[src/rtl/pc_sequencer.sv]
// ============================================================================
// Module  : pc_sequencer
// Purpose : Program counter and instruction-issue sequencer with multdiv wait.
// Rev     : 1.0
// ============================================================================
`default_nettype none

module pc_sequencer #(
  parameter int IMEM_AW    = 12,
  parameter int MD_TIMEOUT = 40
) (
  input  logic               clock,
  input  logic               reset,
  input  logic [31:0]        next_pc,
  input  logic               is_mul,
  input  logic               is_div,
  input  logic               md_ready,
  input  logic               md_exception,
  output logic [31:0]        pc,
  output logic [31:0]        pc_plus_1,
  output logic [IMEM_AW-1:0] address_imem,
  output logic               ctrl_MULT,
  output logic               ctrl_DIV,
  output logic               stall,
  output logic               wb_enable,
  output logic               md_commit,
  output logic               md_exc
);

  typedef enum logic {
    RUN     = 1'b0,
    MD_WAIT = 1'b1
  } state_t;

  localparam logic [7:0] TIMEOUT_LAST = 8'(MD_TIMEOUT - 1);

  state_t      state, state_next;
  logic [7:0]  wcnt, wcnt_next;
  logic [31:0] pc_next;

  assign pc_plus_1    = pc + 32'd1;
  assign address_imem = pc[IMEM_AW-1:0];

  always_ff @(posedge clock or posedge reset) begin
    if (reset) begin
      state <= RUN;
      wcnt  <= 8'd0;
      pc    <= 32'd0;
    end else begin
      state <= state_next;
      wcnt  <= wcnt_next;
      pc    <= pc_next;
    end
  end

  always_comb begin
    state_next = state;
    wcnt_next  = wcnt;
    pc_next    = pc;
    ctrl_MULT  = 1'b0;
    ctrl_DIV   = 1'b0;
    stall      = 1'b0;
    wb_enable  = 1'b0;
    md_commit  = 1'b0;
    md_exc     = 1'b0;

    case (state)
      RUN: begin
        if (is_mul || is_div) begin
          // Multiply takes priority when both decode bits are set.
          ctrl_MULT  = is_mul;
          ctrl_DIV   = is_div & ~is_mul;
          stall      = 1'b1;
          wcnt_next  = 8'd0;
          state_next = MD_WAIT;
        end else begin
          wb_enable = 1'b1;
          pc_next   = next_pc;
        end
      end
      MD_WAIT: begin
        stall = 1'b1;
        if (md_ready) begin
          md_commit  = 1'b1;
          md_exc     = md_exception;
          pc_next    = pc_plus_1;
          state_next = RUN;
        end else if (wcnt == TIMEOUT_LAST) begin
          // Unit never answered: commit an error so the core can move on.
          md_commit  = 1'b1;
          md_exc     = 1'b1;
          pc_next    = pc_plus_1;
          state_next = RUN;
        end else begin
          wcnt_next = wcnt + 8'd1;
        end
      end
      default: state_next = RUN;
    endcase

    if (reset) begin
      ctrl_MULT = 1'b0;
      ctrl_DIV  = 1'b0;
      stall     = 1'b0;
      wb_enable = 1'b0;
      md_commit = 1'b0;
      md_exc    = 1'b0;
    end
  end

endmodule

`default_nettype wire

[config.mk]
export PLATFORM = sky130hd
export DESIGN_NAME = pc_sequencer
export DESIGN_NICKNAME = d
export VERILOG_FILES = /design/src/rtl/pc_sequencer.sv
export SDC_FILE = /design/constraint.sdc
export NUM_CORES = 1
export LEC_CHECK = 0
export ABC_AREA = 0
export CAP_MARGIN = 25
export CORE_AREA = 2 2 104 106
export CTS_CLUSTER_SIZE = 25
export DETAILED_ROUTE_END_ITERATION = 6
export DIE_AREA = 0 0 106 108
export GPL_TIMING_DRIVEN = 0
export HOLD_SLACK_MARGIN = 0.12
export MAX_ROUTING_LAYER = met4
export PLACE_DENSITY_LB_ADDON = 0.25
export SLEW_MARGIN = 15
export SYNTH_ARGS = -nofsm -noshare
export SYNTH_HDL_FRONTEND = slang
export SYNTH_SLANG_ARGS = --single-unit
[constraint.sdc]
create_clock -name clock -period 2.5 [get_ports clock]
set_clock_uncertainty 0.05 [all_clocks]
set_input_delay 0.5 -clock clock [delete_from_list [all_inputs] [get_ports clock]]
set_output_delay 0.5 -clock clock [all_outputs]
set_load 0.03 [all_outputs]
==> results_dict.tcl <==
set metrics [dict create \
    synth_edf_count 0 \
    power_frac_comb_pct 65.8 \
    violations "setup timing" \
    muxShareOfSynthArea_pct 0.999 \
    path_clk_slew_ns 0.08 \
    status "complete, but fails checks" \
    synth_cell_types 54 \
    p_leak_nw 2.08 \
    reg2reg_to "pc[8]" \
    fp.dieArea_um2 11400 \
    path_common_cell "buf_6" \
    synth_compound_area_share_pct 20.5 \
    synth_cells 346 \
    crit_family "simple AND/OR/NAND/NOR gates" \
    p_sw_w 0.00204 \
    max_freq_ghz 0.399 \
    hp-class "in -> async" \
    drive_gt1_share_pct 31.4 \
    synth-async-reset-ratio_pct 100 \
    cts_buffer_depth 2 \
    firstDrtPassIters 4 \
    drt-initial-drc-count 107 \
    rrSetupSlack_ns 0.29 \
    portBuffers 119 \
    dpl.cell_count 602 \
    htreeDepth 2 \
    synth_seq_cells 41 \
    yosys.area_share.simple_pct 24.5 \
    cts_root_buffer "clkbuf_8" \
    synth_nets 386 \
    crit_path_start_kind "register" \
    grt_setup_unrepaired "true" \
    switching_share_pct 46.2 \
    r2r_cells 9 \
    nNetsFinal 549 \
    worst_pin_slew_ns 0.539 \
    viasPerCell 5.09 \
    grt_max_degree 28 \
    wire_per_inst_um 16.3 \
    p_int_w 0.00237 \
    grt_first_pass_wirelength_mm 16.5 \
    grt_pass1_vias 3096 \
    cpPeakStageDelay_ns 0.43 \
    irDropWorstVdd_mv 0.471 \
    crit_type "reg -> out" \
    worstPathRequired_ns 1.95 \
    pwr-share-clk_pct 10.2 \
    die_y_um 108 \
    synth-adder-area-share_pct 0.833 \
    clkLatencyLatePin_ns 0.29 \
    cp-end-kind "output pin" \
    power_density_nw_per_um2 901 \
    io_pins 120 \
    cp_slowest_cell "dfrtp_2" \
    syn_to_final_growth_pct 63.1 \
    synthXorXnorAreaFrac_pct 9.91 \
    fin_crit_sh_pct 100 \
    die_w_um 106 \
    r2r-start "wcnt[0]" \
    grt.overflow.total 0 \
    dpl-instance-area_um2 4450 \
    ys_warn_count 0 \
    postRouteAntennaNets 0 \
    fin_ws_ns -0.00562 \
    seqPwrFrac_pct 24.0 \
    final_cell_count_no_fill 645 \
    drc 0 \
    fin_area_um2 4900 \
    maxCapViolCount 0 \
    max_slew_margin_pct 64.1 \
    finalPower_w 0.00442 \
    slew_violations 0 \
    syn_area_um2 3010 \
    start_util_pct 29.4 \
    cts.sinks 41 \
    cts_buffers 5 \
    synth_top_family_by_area "simple AND/OR/NAND/NOR gates" \
    vias 3284 \
    fin_util_pct 47.9 \
    setup_viol 1 \
    row_count 37 \
    hold_violations 0 \
    routabilityCongestion 0.784 \
    cts_tree "built" \
    finalCriticalPeriod_ns 2.51 \
    core_um2 10200 \
    grt_usage_pct 18.6 \
    seq_area_frac_synth_pct 34.1 \
    diodes 0 \
    path_max_fanout 7 \
    hold_buffers 0 \
    postSynthAreaPerCell_um2 8.69 \
    arrival_ns 1.96 \
    synth_flop_cell "dfrtp_1" \
    cp_num_buf_inv 2 \
    antenna_found_initial 0 \
    cp_cell_sequence "and4_2 > nor4bb_1 > nand4_1 > buf_6 > xnor2_4 > buf_6" \
    dp_hpwl_mm 7.39 \
    drt-total-wl_mm 10.5 \
]
[sequential cells by signal, summed over array words and instances, names as in the netlist]
signal / flops
state: 1
pc: 32
wcnt: 8
[routing by layer]
layer	up-vias	global-route usage (%)	part of all wire [%]
met1	1557	24.5	45
li1	1585	-	-
met3	11	2.59	5.6
met5	-	-	0
met4	0	4.70	1.5
met2	131	30.3	48
[synth_stat cells (all sizes together), types with 3 or more instances]
cell type	count	share of area, %
nand2	31	4.2
nor3	3	0.50
o21ai	18	3.0
and2	4	0.87
buf	24	5.9
or4	4	1.0
nand4	10	2.1
o211ai	3	0.75
o2bb2a	8	2.7
nand3	24	4.4
xor2	10	2.9
clkbuf	12	2.5
o22a	3	0.87
and3	16	3.4
mux2i	3	1.0
o311ai	6	1.7
or3	4	0.83
inv	6	0.75
nor2	26	3.8
o22ai	11	2.3
and4	5	1.7
a21oi	22	3.7
a22oi	3	0.75
a41oi	3	0.87
dfrtp	41	34
a31oi	5	1.0
xnor2	24	7.0
[power groups by stage]
stage               logic (W)  registers [W]  clock network, W
global route          0.00308        0.00108          0.000496
detailed placement    0.00265        0.00112                 0
finish                0.00291        0.00106          0.000450
CTS                   0.00281        0.00107          0.000460
floorplan             0.00131        0.00137                 0
global placement      0.00263        0.00111                 0
[logic make-up (layout without fill, tap and decap cells)]
group / Yosys count / after routing
compound gates: 91 / 91
xor+xnor: 34 / 34
buf+inv: 42 / 205
simple gates: 133 / 133
mux: 3 / 3
fa+ha+maj: 2 / 2
flops: 41 / 41
[metrics by stage]
stage	worst slack (ns)	hold slack [ns]	TNS, ns
after floorplan	0.00941	0.441	0
after global placement	-1.45	0.456	-20.19
after detailed placement	-0.737	0.464	-10.21
after CTS	-0.0384	0.487	-0.0960
after global routing	-0.0931	0.339	-0.293
final	-0.00562	0.317	-0.00562
[worst register-to-register path: cells and delay by family (launching register included)]
family / cells / cell delay, ns
compound gates: 3 / 0.52
fa+ha+maj: 1 / 0.24
buf+inv: 3 / 0.48
flops: 1 / 0.43
simple gates: 2 / 0.37
[how the worst max path moves through the flow]
stage / start / endpoint / slack (ns) / cells past startpoint
global placement: reset / ctrl_MULT / -1.45 / 4
global route: pc[3] / pc_plus_1[28] / -0.09 / 8
CTS: pc[3] / pc_plus_1[28] / -0.04 / 9
finish: pc[24] / pc_plus_1[31] / -0.006 / 6
detailed placement: is_div / stall / -0.74 / 5
floorplan: state / ctrl_DIV / 0.009 / 4
[cells in the final DEF, fill, tap and decap left out, drive strengths merged, types with 2 or more instances in the layout]
cell / instances
nand4: 10
xnor2: 24
nor3: 3
ha: 2
o22a: 3
o22ai: 11
dfrtp: 41
nand3: 24
a22o: 2
or4: 4
mux2i: 3
clkbuf: 19
o311ai: 6
o21ai: 18
a41oi: 3
and3: 16
nor2: 26
xor2: 10
o2bb2a: 8
a21oi: 22
inv: 6
a22oi: 3
and4: 5
buf: 89
and2: 4
nand2: 31
clkdlybuf4s15: 3
dlygate4sd2: 2
a31oi: 5
o211ai: 3
a21o: 2
o21a: 2
clkdlybuf4s50: 85
or3: 4
[cell type report]
cell class              instances  area, um2
well taps                     136        170
multi-input cells             263       1880
inverters                       6       27.5
clock buffers                   7       86.3
plain buffers                  32        259
flip-flops and latches         41       1040
repair buffers                160       1430
fillers                      1022       5330
[timing repair]
action                                  CTS  global route
buffers inserted                         25            14
cloned                                    1             0
resized for setup                       185            39
endpoints found under the setup margin   34            26
pin swaps                                11             7
No activity file was read; power rests on OpenSTA's default activity.
